File: config.mk
export PLATFORM = sky130hd
export DESIGN_NAME = reg_file_wb_flat
export DESIGN_NICKNAME = d
export VERILOG_FILES = /design/src/rtl/reg_file_wb_pkg.sv /design/src/rtl/reg_file_wb_if.sv /design/src/rtl/reg_file_wb_wr_addr_pipe.sv /design/src/rtl/reg_file_wb.sv /design/src/flat_wrapper.sv
export SDC_FILE = /design/constraint.sdc
export NUM_CORES = 1
export LEC_CHECK = 0
export CAP_MARGIN = 20
export CORE_MARGIN = 2
export CORE_UTILIZATION = 47
export CTS_BUF_LIST = sky130_fd_sc_hd__clkbuf_2 sky130_fd_sc_hd__clkbuf_4 sky130_fd_sc_hd__clkbuf_8
export DETAILED_ROUTE_END_ITERATION = 12
export PLACE_DENSITY = 0.65
export RECOVER_POWER = 100
export SETUP_SLACK_MARGIN = 0.1
export SYNTH_ARGS = -nofsm -noshare
export SYNTH_HDL_FRONTEND = slang
export SYNTH_SLANG_ARGS = --single-unit
File: constraint.sdc
create_clock -name clk -period 3.7 [get_ports clk]
set_input_delay 1.11 -clock clk [delete_from_list [all_inputs] [get_ports clk]]
set_output_delay 1.11 -clock clk [all_outputs]
set_load 0.02 [all_outputs]
File: src/rtl/reg_file_wb_pkg.sv
// Shared constants for the register file / write-back stage. The instruction
// decoder uses the same widths, so they live in one place.
package reg_file_wb_pkg;

    localparam int RF_DATA_W   = 8;
    localparam int RF_ADDR_W   = 3;
    localparam int RF_NUM_REGS = 1 << RF_ADDR_W;

endpackage

File: src/rtl/reg_file_wb_if.sv
// Bus between the decoder/write-request FSM side (master) and the register
// file (slave).
//
// Signal semantics: wr_addr is only meaningful while wr_req=1, and wr_data is
// only meaningful while wr_en=1. There is no ready/back-pressure. A wr_req
// that cannot be taken is reported through the one-cycle wr_drop pulse. A
// wr_en that does not line up with a pending address is reported through the
// one-cycle wr_err pulse. Read data and hazard flags are combinational in the
// same cycle as the read address.
interface reg_file_wb_if
    import reg_file_wb_pkg::*;
#(
    parameter int DATA_W = RF_DATA_W,
    parameter int ADDR_W = RF_ADDR_W
);
    logic              wr_req;
    logic [ADDR_W-1:0] wr_addr;
    logic              wr_en;
    logic [DATA_W-1:0] wr_data;
    logic [ADDR_W-1:0] rd_addr_a;
    logic [ADDR_W-1:0] rd_addr_b;
    logic [DATA_W-1:0] rd_data_a;
    logic [DATA_W-1:0] rd_data_b;
    logic              hazard_a;
    logic              hazard_b;
    logic              wr_pending;
    logic              wr_drop;
    logic              wr_err;

    modport master (
        output wr_req, wr_addr, wr_en, wr_data, rd_addr_a, rd_addr_b,
        input  rd_data_a, rd_data_b, hazard_a, hazard_b,
               wr_pending, wr_drop, wr_err
    );

    modport slave (
        input  wr_req, wr_addr, wr_en, wr_data, rd_addr_a, rd_addr_b,
        output rd_data_a, rd_data_b, hazard_a, hazard_b,
               wr_pending, wr_drop, wr_err
    );
endinterface

File: src/rtl/reg_file_wb_wr_addr_pipe.sv
// Two-stage destination-address pipe. Stage 1 is occupied exactly while the
// upstream write-request FSM sits in its delay state, so a request arriving
// then is dropped here just as the FSM ignores it.
module wr_addr_pipe
    import reg_file_wb_pkg::*;
#(
    parameter int ADDR_W = RF_ADDR_W
) (
    input  logic              clk,
    input  logic              rst_b,
    input  logic              wr_req,
    input  logic [ADDR_W-1:0] wr_addr,
    output logic              v1,
    output logic [ADDR_W-1:0] a1,
    output logic              v2,
    output logic [ADDR_W-1:0] a2,
    output logic              wr_drop
);

    logic              v1_q, v1_d;
    logic [ADDR_W-1:0] a1_q, a1_d;
    logic              v2_q, v2_d;
    logic [ADDR_W-1:0] a2_q, a2_d;
    logic              drop_q, drop_d;
    logic              accept;

    // Next state: accept into stage 1 when empty, always shift stage 1 to 2.
    always_comb begin
        accept = wr_req & ~v1_q;
        v1_d   = accept;
        a1_d   = accept ? wr_addr : a1_q;
        v2_d   = v1_q;
        a2_d   = a1_q;
        drop_d = wr_req & v1_q;
    end

    // State register with synchronous active-low reset.
    always_ff @(posedge clk) begin
        if (!rst_b) begin
            v1_q   <= 1'b0;
            a1_q   <= '0;
            v2_q   <= 1'b0;
            a2_q   <= '0;
            drop_q <= 1'b0;
        end else begin
            v1_q   <= v1_d;
            a1_q   <= a1_d;
            v2_q   <= v2_d;
            a2_q   <= a2_d;
            drop_q <= drop_d;
        end
    end

    assign v1      = v1_q;
    assign a1      = a1_q;
    assign v2      = v2_q;
    assign a2      = a2_q;
    assign wr_drop = drop_q;

endmodule

File: src/rtl/reg_file_wb.sv
// Register file with write-back alignment. The destination address is delayed
// two cycles to meet the delayed write strobe, then committed. Two read ports
// bypass the write being committed this cycle; a read of the address still in
// stage 1 is flagged as a hazard because its data does not exist yet.
module reg_file_wb
    import reg_file_wb_pkg::*;
#(
    parameter int DATA_W = RF_DATA_W,
    parameter int ADDR_W = RF_ADDR_W
) (
    input  logic          clk,
    input  logic          rst_b,
    reg_file_wb_if.slave  bus
);

    localparam int NUM_REGS = 1 << ADDR_W;

    logic              v1, v2;
    logic [ADDR_W-1:0] a1, a2;
    logic              drop;

    logic [DATA_W-1:0] regs_q [NUM_REGS];
    logic [DATA_W-1:0] regs_d [NUM_REGS];
    logic              err_q, err_d;
    logic              commit;

    wr_addr_pipe #(
        .ADDR_W (ADDR_W)
    ) u_pipe (
        .clk     (clk),
        .rst_b   (rst_b),
        .wr_req  (bus.wr_req),
        .wr_addr (bus.wr_addr),
        .v1      (v1),
        .a1      (a1),
        .v2      (v2),
        .a2      (a2),
        .wr_drop (drop)
    );

    // Commit the strobed data only when the address pipe agrees; flag any
    // disagreement between strobe and pipe.
    always_comb begin
        commit = bus.wr_en & v2;
        err_d  = bus.wr_en ^ v2;
        for (int i = 0; i < NUM_REGS; i++) begin
            regs_d[i] = regs_q[i];
        end
        if (commit) begin
            regs_d[a2] = bus.wr_data;
        end
    end

    // Register array and error pulse; reset wins over a same-cycle commit.
    always_ff @(posedge clk) begin
        if (!rst_b) begin
            for (int i = 0; i < NUM_REGS; i++) begin
                regs_q[i] <= '0;
            end
            err_q <= 1'b0;
        end else begin
            for (int i = 0; i < NUM_REGS; i++) begin
                regs_q[i] <= regs_d[i];
            end
            err_q <= err_d;
        end
    end

    // Read ports with bypass of the committing write, plus hazard/status.
    always_comb begin
        if (commit && (bus.rd_addr_a == a2)) begin
            bus.rd_data_a = bus.wr_data;
        end else begin
            bus.rd_data_a = regs_q[bus.rd_addr_a];
        end
        if (commit && (bus.rd_addr_b == a2)) begin
            bus.rd_data_b = bus.wr_data;
        end else begin
            bus.rd_data_b = regs_q[bus.rd_addr_b];
        end
        bus.hazard_a   = v1 & (bus.rd_addr_a == a1);
        bus.hazard_b   = v1 & (bus.rd_addr_b == a1);
        bus.wr_pending = v1 | v2;
        bus.wr_drop    = drop;
        bus.wr_err     = err_q;
    end

endmodule

File: src/flat_wrapper.sv
// flat-port wrapper written by rule: the top's interface ports become plain ports
module reg_file_wb_flat import reg_file_wb_pkg::*;
#(
    parameter int DATA_W = RF_DATA_W,
    parameter int ADDR_W = RF_ADDR_W
)
  (clk, rst_b, bus_wr_req, bus_wr_addr, bus_wr_en, bus_wr_data, bus_rd_addr_a, bus_rd_addr_b, bus_rd_data_a, bus_rd_data_b, bus_hazard_a, bus_hazard_b, bus_wr_pending, bus_wr_drop, bus_wr_err);
  reg_file_wb_if #(.DATA_W(DATA_W), .ADDR_W(ADDR_W)) bus_i ();
  input  logic clk;
  input  logic rst_b;
  input wire logic [$bits(bus_i.wr_req)-1:0] bus_wr_req;
  input wire logic [$bits(bus_i.wr_addr)-1:0] bus_wr_addr;
  input wire logic [$bits(bus_i.wr_en)-1:0] bus_wr_en;
  input wire logic [$bits(bus_i.wr_data)-1:0] bus_wr_data;
  input wire logic [$bits(bus_i.rd_addr_a)-1:0] bus_rd_addr_a;
  input wire logic [$bits(bus_i.rd_addr_b)-1:0] bus_rd_addr_b;
  output wire logic [$bits(bus_i.rd_data_a)-1:0] bus_rd_data_a;
  output wire logic [$bits(bus_i.rd_data_b)-1:0] bus_rd_data_b;
  output wire logic [$bits(bus_i.hazard_a)-1:0] bus_hazard_a;
  output wire logic [$bits(bus_i.hazard_b)-1:0] bus_hazard_b;
  output wire logic [$bits(bus_i.wr_pending)-1:0] bus_wr_pending;
  output wire logic [$bits(bus_i.wr_drop)-1:0] bus_wr_drop;
  output wire logic [$bits(bus_i.wr_err)-1:0] bus_wr_err;
  assign bus_i.wr_req = bus_wr_req;
  assign bus_i.wr_addr = bus_wr_addr;
  assign bus_i.wr_en = bus_wr_en;
  assign bus_i.wr_data = bus_wr_data;
  assign bus_i.rd_addr_a = bus_rd_addr_a;
  assign bus_i.rd_addr_b = bus_rd_addr_b;
  assign bus_rd_data_a = bus_i.rd_data_a;
  assign bus_rd_data_b = bus_i.rd_data_b;
  assign bus_hazard_a = bus_i.hazard_a;
  assign bus_hazard_b = bus_i.hazard_b;
  assign bus_wr_pending = bus_i.wr_pending;
  assign bus_wr_drop = bus_i.wr_drop;
  assign bus_wr_err = bus_i.wr_err;
  reg_file_wb #(.DATA_W(DATA_W), .ADDR_W(ADDR_W)) u_core (.clk(clk), .rst_b(rst_b), .bus(bus_i));
endmodule
# --- Word level (Yosys, flattened, before mapping) ---
# Memories as Yosys holds them, arrays and structs flattened.
# Cells that the tools add are included.
op_classes:
  magnitude_cmp: 2
  n_eq_ne: 4
  mux: 16
  n_bitwise: 17
  n_reduce_logical: 3
op_table:
  columns: ["op", "count"]
  rows:
  - ["$mux 8", 11]
  - ["$bwmux 64", 1]
  - ["$mux 64", 1]
  - ["$demux 8 s3", 1]
  - ["$eq 3x3->1", 4]
  - ["$or 1x1->1", 9]
  - ["$and 1x1->1", 5]
  - ["$ge 4x4->1 const B", 1]
  - ["$lt 4x1->1 const B", 1]
  - ["$not 3->4", 1]
  - ["$logic_and 1x1->1", 3]
  - ["$mux 1", 2]
  - ["$not 1->1", 1]
  - ["$xor 1x1->1", 1]
word_totals:
  reg_bits: 10
  ramBits: 64
  inputBits: 21
  out_inout_bits: 21
  elab_cells: 49
  mem_count: 1
memory_table:
  columns: ["memory", "depth", "width", "read_ports", "rd_clocked_by_memory_dff", "write_ports", "line_no", "rtl"]
  rows:
  - ["u_core.regs_q", 8, 8, 10, 0, 8, "reg_file_wb.sv:22", "logic [DATA_W-1:0] regs_q [NUM_REGS];"]

# --- Depth between registers and ports, before layout ---
depth:
  depth_word: 8
  depth_mapped: 6
  mapped_depth_nobuf: 4

# --- Modules after synthesis ---
# A second synthesis with hierarchy kept.
hier_totals:
  cells_unflattened: 394
  hier_area_um2: 4295.4
modules_own_cells:
  columns: ["mod", "instances", "cells_per_inst", "area_each_um2"]
  rows:
  - ["reg_file_wb", 1, 368, 4010.1]
  - ["wr_addr_pipe", 1, 26, 285.3]

# --- Worst setup path before layout ---
# No wires, ideal clock.
synth_path:
  kind: "input -> output"
  startpoint: "input bus_rd_addr_a[0]"
  endpoint: "output bus_rd_data_a[0]"
  t_arrival_ns: 2.406
  path_slack_ns: 0.184
  cell_stages: 5
  path_buffers: 2
  cell_sequence: "buf_6 -> buf_12 -> mux4_2 -> mux2_2 -> mux2_4"
synth_via:
  elab_chain_len: 3
  word_cells_on_any_way: 4
  cone_classes: "1 x eq/ne; 1 x mux; 1 x reduce/logical; 1 x memory"
synth_lines:
  columns: ["element", "line_no", "rtl"]
  rows:
  - ["from (decl)", "flat_wrapper.sv:15", "input wire logic [$bits(bus_i.rd_addr_a)-1:0] bus_rd_addr_a;"]
  - ["branches (longest 2 deep; another with $mem_v2 8x8)", null, null]
  - ["$mux 8 *", "reg_file_wb.sv:71", "if (commit && (bus.rd_addr_a == a2)) begin"]
  - ["to (decl)", "flat_wrapper.sv:17", "output wire logic [$bits(bus_i.rd_data_a)-1:0] bus_rd_data_a;"]
# Every way passes the cells marked *.

# --- Worst setup path in the final report ---
layout_path:
  startpoint: "input bus_rd_addr_a[0]"
  endpoint: "output bus_rd_data_a[1]"
# Same word-level chain as after synthesis.

==> results.cfg <==
[run_status]
status = complete, but fails checks
violations = capacitance limit, slew limit, setup timing

[placement]
gp_congestion = 0.8064
dp_hpwl_um = 7063
portBuffers = 41
pre_cts_slack_ps = -884.7
placed_cells = 535
dpl_cell_area_um2 = 4897

[sta]
slew_violations = 55
slew_headroom = -0.2678
setup_tns_ps = -115.2
setup_viol = 7
clock_skew_ps = 7.337
max_freq_mhz = 268.4
finalHoldViolations = 0
worst_pin_slew_ps = 1902
final.period_utilization = 1.007
min_period_ps = 3726
rsz0062_at_grt = yes
setup_ws_ps = -26.02

[synthesis]
synth_cell_types = 30
ys_seq_elements = 74
syn_avg_cell_area_um2 = 10.96
syn_area_um2 = 4287
synth_seq_area_share = 0.3456
syn_inst = 391
synth_nets = 413
ys_warn_count = 0

[clock_network]
clkLatencyLatePin_ps = 360
clock_path_buffers = 2
cts_tree = done
cts_hold_buf = 0
cts_num_sinks = 74
ctsRootBufferMaster = clkbuf_8
clk_pin_slew_ps = 70
htree_levels = 3
cts_made_buffers = 9

[setup_path]
critPathKind = in2out
cp.arrival_ps = 2620
crit_path_cell_trace = buf_12, buf_6, buf_16, mux4_2, mux2_4, mux2_4, buf_6
end_kind = primary output
required_ps = 2590
cp_max_fo = 8
path_buf_inv = 4
crit_path_start_kind = input port
crit_family = multiplexers
cp_slowest_cell = mux4_2
max_stage_delay_ps = 520

[power]
p_per_area_nw_per_um2 = 300.6
peakVddDrop_mv = 0.1888
leakagePower_nw = 1.995

[global_routing]
antenna_found_initial = 0
groute.usage.overall = 0.2440
grt_pass1_wl_um = 18150
grt_max_degree = 75
overflow = 0
grt_pass1_vias = 3304

[cells_and_area]
final_util = 0.6081
layout.cells.non_filler = 566
final_common_cell = nand2_1
antenna_cells = 0
num-nets-final = 475
area_growth_pct = 24.31
stdcell_area_um2 = 5329
drive_gt1_frac = 0.3166
fillCellCount = 751
final_cell_mix = nand2_1, dfxtp_1, a21boi_0, mux2_4, mux4_2

[route]
wl_per_cell_um = 20.14
routed.top_layer = met4
vias_per_cell = 5.793
drt_wl_total_um = 11400
first_pass_iters = 5
wl_met2_um = 5649
drc_errors = 0
ant_nets = 0
met3_length_um = 711
wl_met1_um = 4841
vias = 3279
first_iter_violations = 158

[floorplanning]
core-area_um2 = 8763
row_count = 34
dieArea_um2 = 9900
start_util = 0.4891
die_y_um = 99.50
pin_count = 42
fp.dieW_um = 99.50

[run]
drv_cap = 1

[min_path]
holdCritPathClass = reg2reg
[cells in the mapped netlist]
cell	instances	area (um2)
nand2_1	82	307.8
buf_6	2	22.52
nor4b_2	1	15.01
ha_1	1	12.51
nor3_1	2	10.01
nand4_1	1	6.260
buf_1	4	15.01
buf_12	2	40.04
clkbuf_1	21	78.83
and2_1	6	37.54
a21boi_1	40	300.3
xor2_1	4	35.03
mux2_4	14	210.2
or4b_1	1	10.01
dfxtp_1	74	1481
mux2i_1	27	270.3
nor2b_1	28	175.2
and4b_1	3	30.03
mux2_2	18	202.7
buf_2	7	35.03
or2_2	1	6.260
nand4b_1	3	26.28
nor4bb_1	3	30.03
nand4_2	2	25.02
and4_1	1	8.760
buf_8	2	30.03
xnor2_1	8	70.07
and3_1	1	6.260
mux4_1	18	473.0
mux4_2	14	315.3
[cells by family after synthesis]
group / after synthesis / synth area share
AOI/OAI and AO/OA: 40 / 0.07005
and+or+nand+nor: 135 / 0.1620
muxes: 91 / 0.3433
DFF: 74 / 0.3456
adders and majority gates: 1 / 0.002918
buffers and inverters: 38 / 0.05166
xor gates and xnor gates: 12 / 0.02452
[path summary, 6_finish.rpt]
check                             end  slack (ps)                 from  cells after the start
hold reg to reg   u_core.regs_q[5][0]         470  u_core.regs_q[5][0]                      2
hold / removal    u_core.regs_q[5][0]         470  u_core.regs_q[5][0]                      2
setup / recovery     bus_rd_data_a[1]         -30     bus_rd_addr_a[0]                      7
setup reg to reg  u_core.regs_q[0][3]        1090     u_core.u_pipe.v2                      6
[repair_timing]
action / in CTS / in global routing
pin swaps: 3 / 1
gates cloned: 4 / 0
resized for setup: 177 / 8
setup buffers: 13 / 0
endpoints found under the setup margin: 18 / 17
[sequential cells by signal, indices dropped and copies added (netlist names)]
| signal | cells |
|---|---|
| u_core.bus.wr_err | 1 |
| u_core.u_pipe.v1 | 1 |
| u_core.u_pipe.v2 | 1 |
| u_core.u_pipe.wr_drop | 1 |
| u_core.u_pipe.a2 | 3 |
| u_core.regs_q | 64 |
| u_core.u_pipe.a1 | 3 |
[routing by layer]
| layer | global-route usage | up-vias |
|---|---|---|
| met5 | 0 | - |
| met4 | 0.09062 | 0 |
| met3 | 0.05481 | 14 |
| met2 | 0.3940 | 104 |
| met1 | 0.3226 | 1657 |
| li1 | - | 1504 |
[report_power, final]
part	switching [mW]	internal, mW
logic	0.0902	0.112
clock network	0.303	0.282
registers	0.0110	0.803
[metrics by stage]
| step | power, mW | hold WS (ps) |
|---|---|---|
| 3_3_place_gp | 0.9962 | 445.7 |
| 3_5_place_dp | 0.9983 | 455.2 |
| 5_1_grt | 1.659 | 490.4 |
| 6_report | 1.602 | 471.8 |
| 2_1_floorplan | 0.9364 | 438.5 |
| 4_1_cts | 1.625 | 469.5 |
[area by class of cell]
cell class / instances / area (um2) / area share
Multi-Input combinational cell: 279 / 2624 / 0.4924
Sequential cell: 74 / 1481 / 0.2780
Timing Repair Buffer: 89 / 913.4 / 0.1714
Clock buffer: 13 / 160.2 / 0.03005
Tap cell: 108 / 135.1 / 0.02536
Clock inverter: 3 / 15.01 / 0.002818
[tightest hold or removal path: stages (launching register included)]
cell	delay, ps
dfxtp_1	320
nand2_1	50
a21boi_1	50
(Power assumes the default switching activity.)
==> edit (config.mk and constraints unchanged) <==
Reset style: asynchronous (`rst_b`), changed in 2 clocked blocks. Comments in the files are not updated.
--- a/src/rtl/reg_file_wb_wr_addr_pipe.sv
+++ b/src/rtl/reg_file_wb_wr_addr_pipe.sv
@@ -37,3 +37,3 @@
     // State register with synchronous active-low reset.
-    always_ff @(posedge clk) begin
+    always_ff @(posedge clk or negedge rst_b) begin
         if (!rst_b) begin
--- a/src/rtl/reg_file_wb.sv
+++ b/src/rtl/reg_file_wb.sv
@@ -54,3 +54,3 @@
     // Register array and error pulse; reset wins over a same-cycle commit.
-    always_ff @(posedge clk) begin
+    always_ff @(posedge clk or negedge rst_b) begin
         if (!rst_b) begin
Formal check against the unedited RTL: differs if rst_b is asserted again (counterexample within 4 cycles, from zero or initial values and one cycle with rst_b low); with rst_b held inactive, the same outputs for 4 cycles.
==> edit against the original RTL <==
- the flow still finishes with violations (max-capacitance violations, max-slew violations, negative setup slack)
- die area fell by 1.2%
- setup slack got worse by 0.0061 ns
- routed wire length decreased by 9.6%
- synthesized area shrank 1.3%
- register-to-register slack lost 0.05 ns
- maximum frequency is 0.16% lower
- critical path depth unchanged
- via count fell by 19%
- count of clock-buffer cells in the layout shrank 2
- sequential cell count unchanged
- cell area increased by 2.3%
- critical endpoint is now bus_rd_data_a[2]
Power is not compared: it rests on default switching activity, and its combinational part moved more than twofold at a synthesized area within 25%.
==> edit: results <==
group,metric,value,unit
status,status,"finished, violations left",
status,failed_checks,"max-capacitance violations, max-slew violations, negative setup slack",
routing,route.met3.wl,597,um
placed_design,placed_cells,421,
worst_setup_path,r2r_cells,7,
worst_setup_path,reg2reg_slack,1.04,ns
layout,clock_area_share,3.81,%
synth,ys_seq_area_share,43.7,%
worst_setup_path,r2r-end,"u_core.regs_q[29]$_DFFE_PN0P_",
layout,seq_area_share,34.0,%
worst_setup_path,slowest_delay,0.49,ns
worst_hold_path,min-delay-start,"u_core.u_pipe.a1[1]$_DFFE_PN0P_",
timing,final-max-slew-violation-count,31,
worst_hold_path,worstHoldPathCells,0,
routing,met2WireLength,5070,um
worst_setup_path,cp-endpoint,"bus_rd_data_a[2]",
synth,yosys-top-cells-count,"mux2_2, dfrtp_1, mux2_4, mux4_1, mux4_2",
layout,buffer_area_share,18.0,%
synth,synthMuxAreaShare,46.2,%
layout,nClkBuffers,11,
timing,fin_ws,-0.0321,ns
layout,signal_buffers,94,
layout,post_route_cells_drive_above_1_share,62.0,%
global_routing,met3_usage,6.24,%
synth,synthTopCellsByArea,"dfrtp_1, mux2_2, mux4_1",
synth,syn-num-nets,281,
synth,synth_compound_area_share,0,%
layout,final_cells,455,
routing,wl_met1,4400,um
timing,setup_viol,5,
flow_run,maxCapViolCount,1,
synth,synth-adder-area-share,0.296,%
worst_setup_path,crit_fanout,4,
placed_design,dp_hpwl,6400,um
worst_setup_path,r2r-start,"u_core.u_pipe.v2$_DFF_PN0_",
synth,synthCells,259,
layout,seq_cells,74,
global_routing,grt_usage,22.6,%
global_routing,grt_pass1_wl,16300,um
layout,multi_input_area,2270,um2
global_routing,grt_use_met2,35.0,%
timing,fin_skew,0.00718,ns
timing,hold_slack,0.478,ns
global_routing,met1_usage,31.1,%
global_routing,grt_max_degree,46,
routing,drt-total-wl,10300,um
layout,layout.nets,364,
## edit: cell count changes in the layout (fill, tap and decap cells not counted), moves of 4 or more
cell      delta
buf_16       +4
nor2b_1     -27
a21boi_1     -4
dfxtp_1     -74
and2_1       -4
dfrtp_1     +74
clkbuf_1     +6
nand2_1     -79
buf_4        -8
mux2i_1     -27
a21boi_0    -36
mux2_2      +65
## edit: what timing repair did
item | 4_1_cts | 5_1_grt
pin swaps | 1 | 0
gates resized for setup | 172 | 11
setup buffers | 11 | 1
cloned | 6 | 1
endpoints found under the setup margin | 18 | 16
## edit: stage by stage
| step | instance area [um2] | setup slack, ns | TNS [ns] |
|---|---|---|---|
| 3_5_place_dp | 4940 | -0.903 | -14.42 |
| 2_1_floorplan | 4230 | 0.181 | 0 |
| 4_1_cts | 5510 | -0.0474 | -0.139 |
| 5_1_grt | 5450 | -0.0712 | -0.435 |
| 6_report | 5450 | -0.0321 | -0.0899 |
| 3_3_place_gp | 4940 | -0.898 | -14.31 |
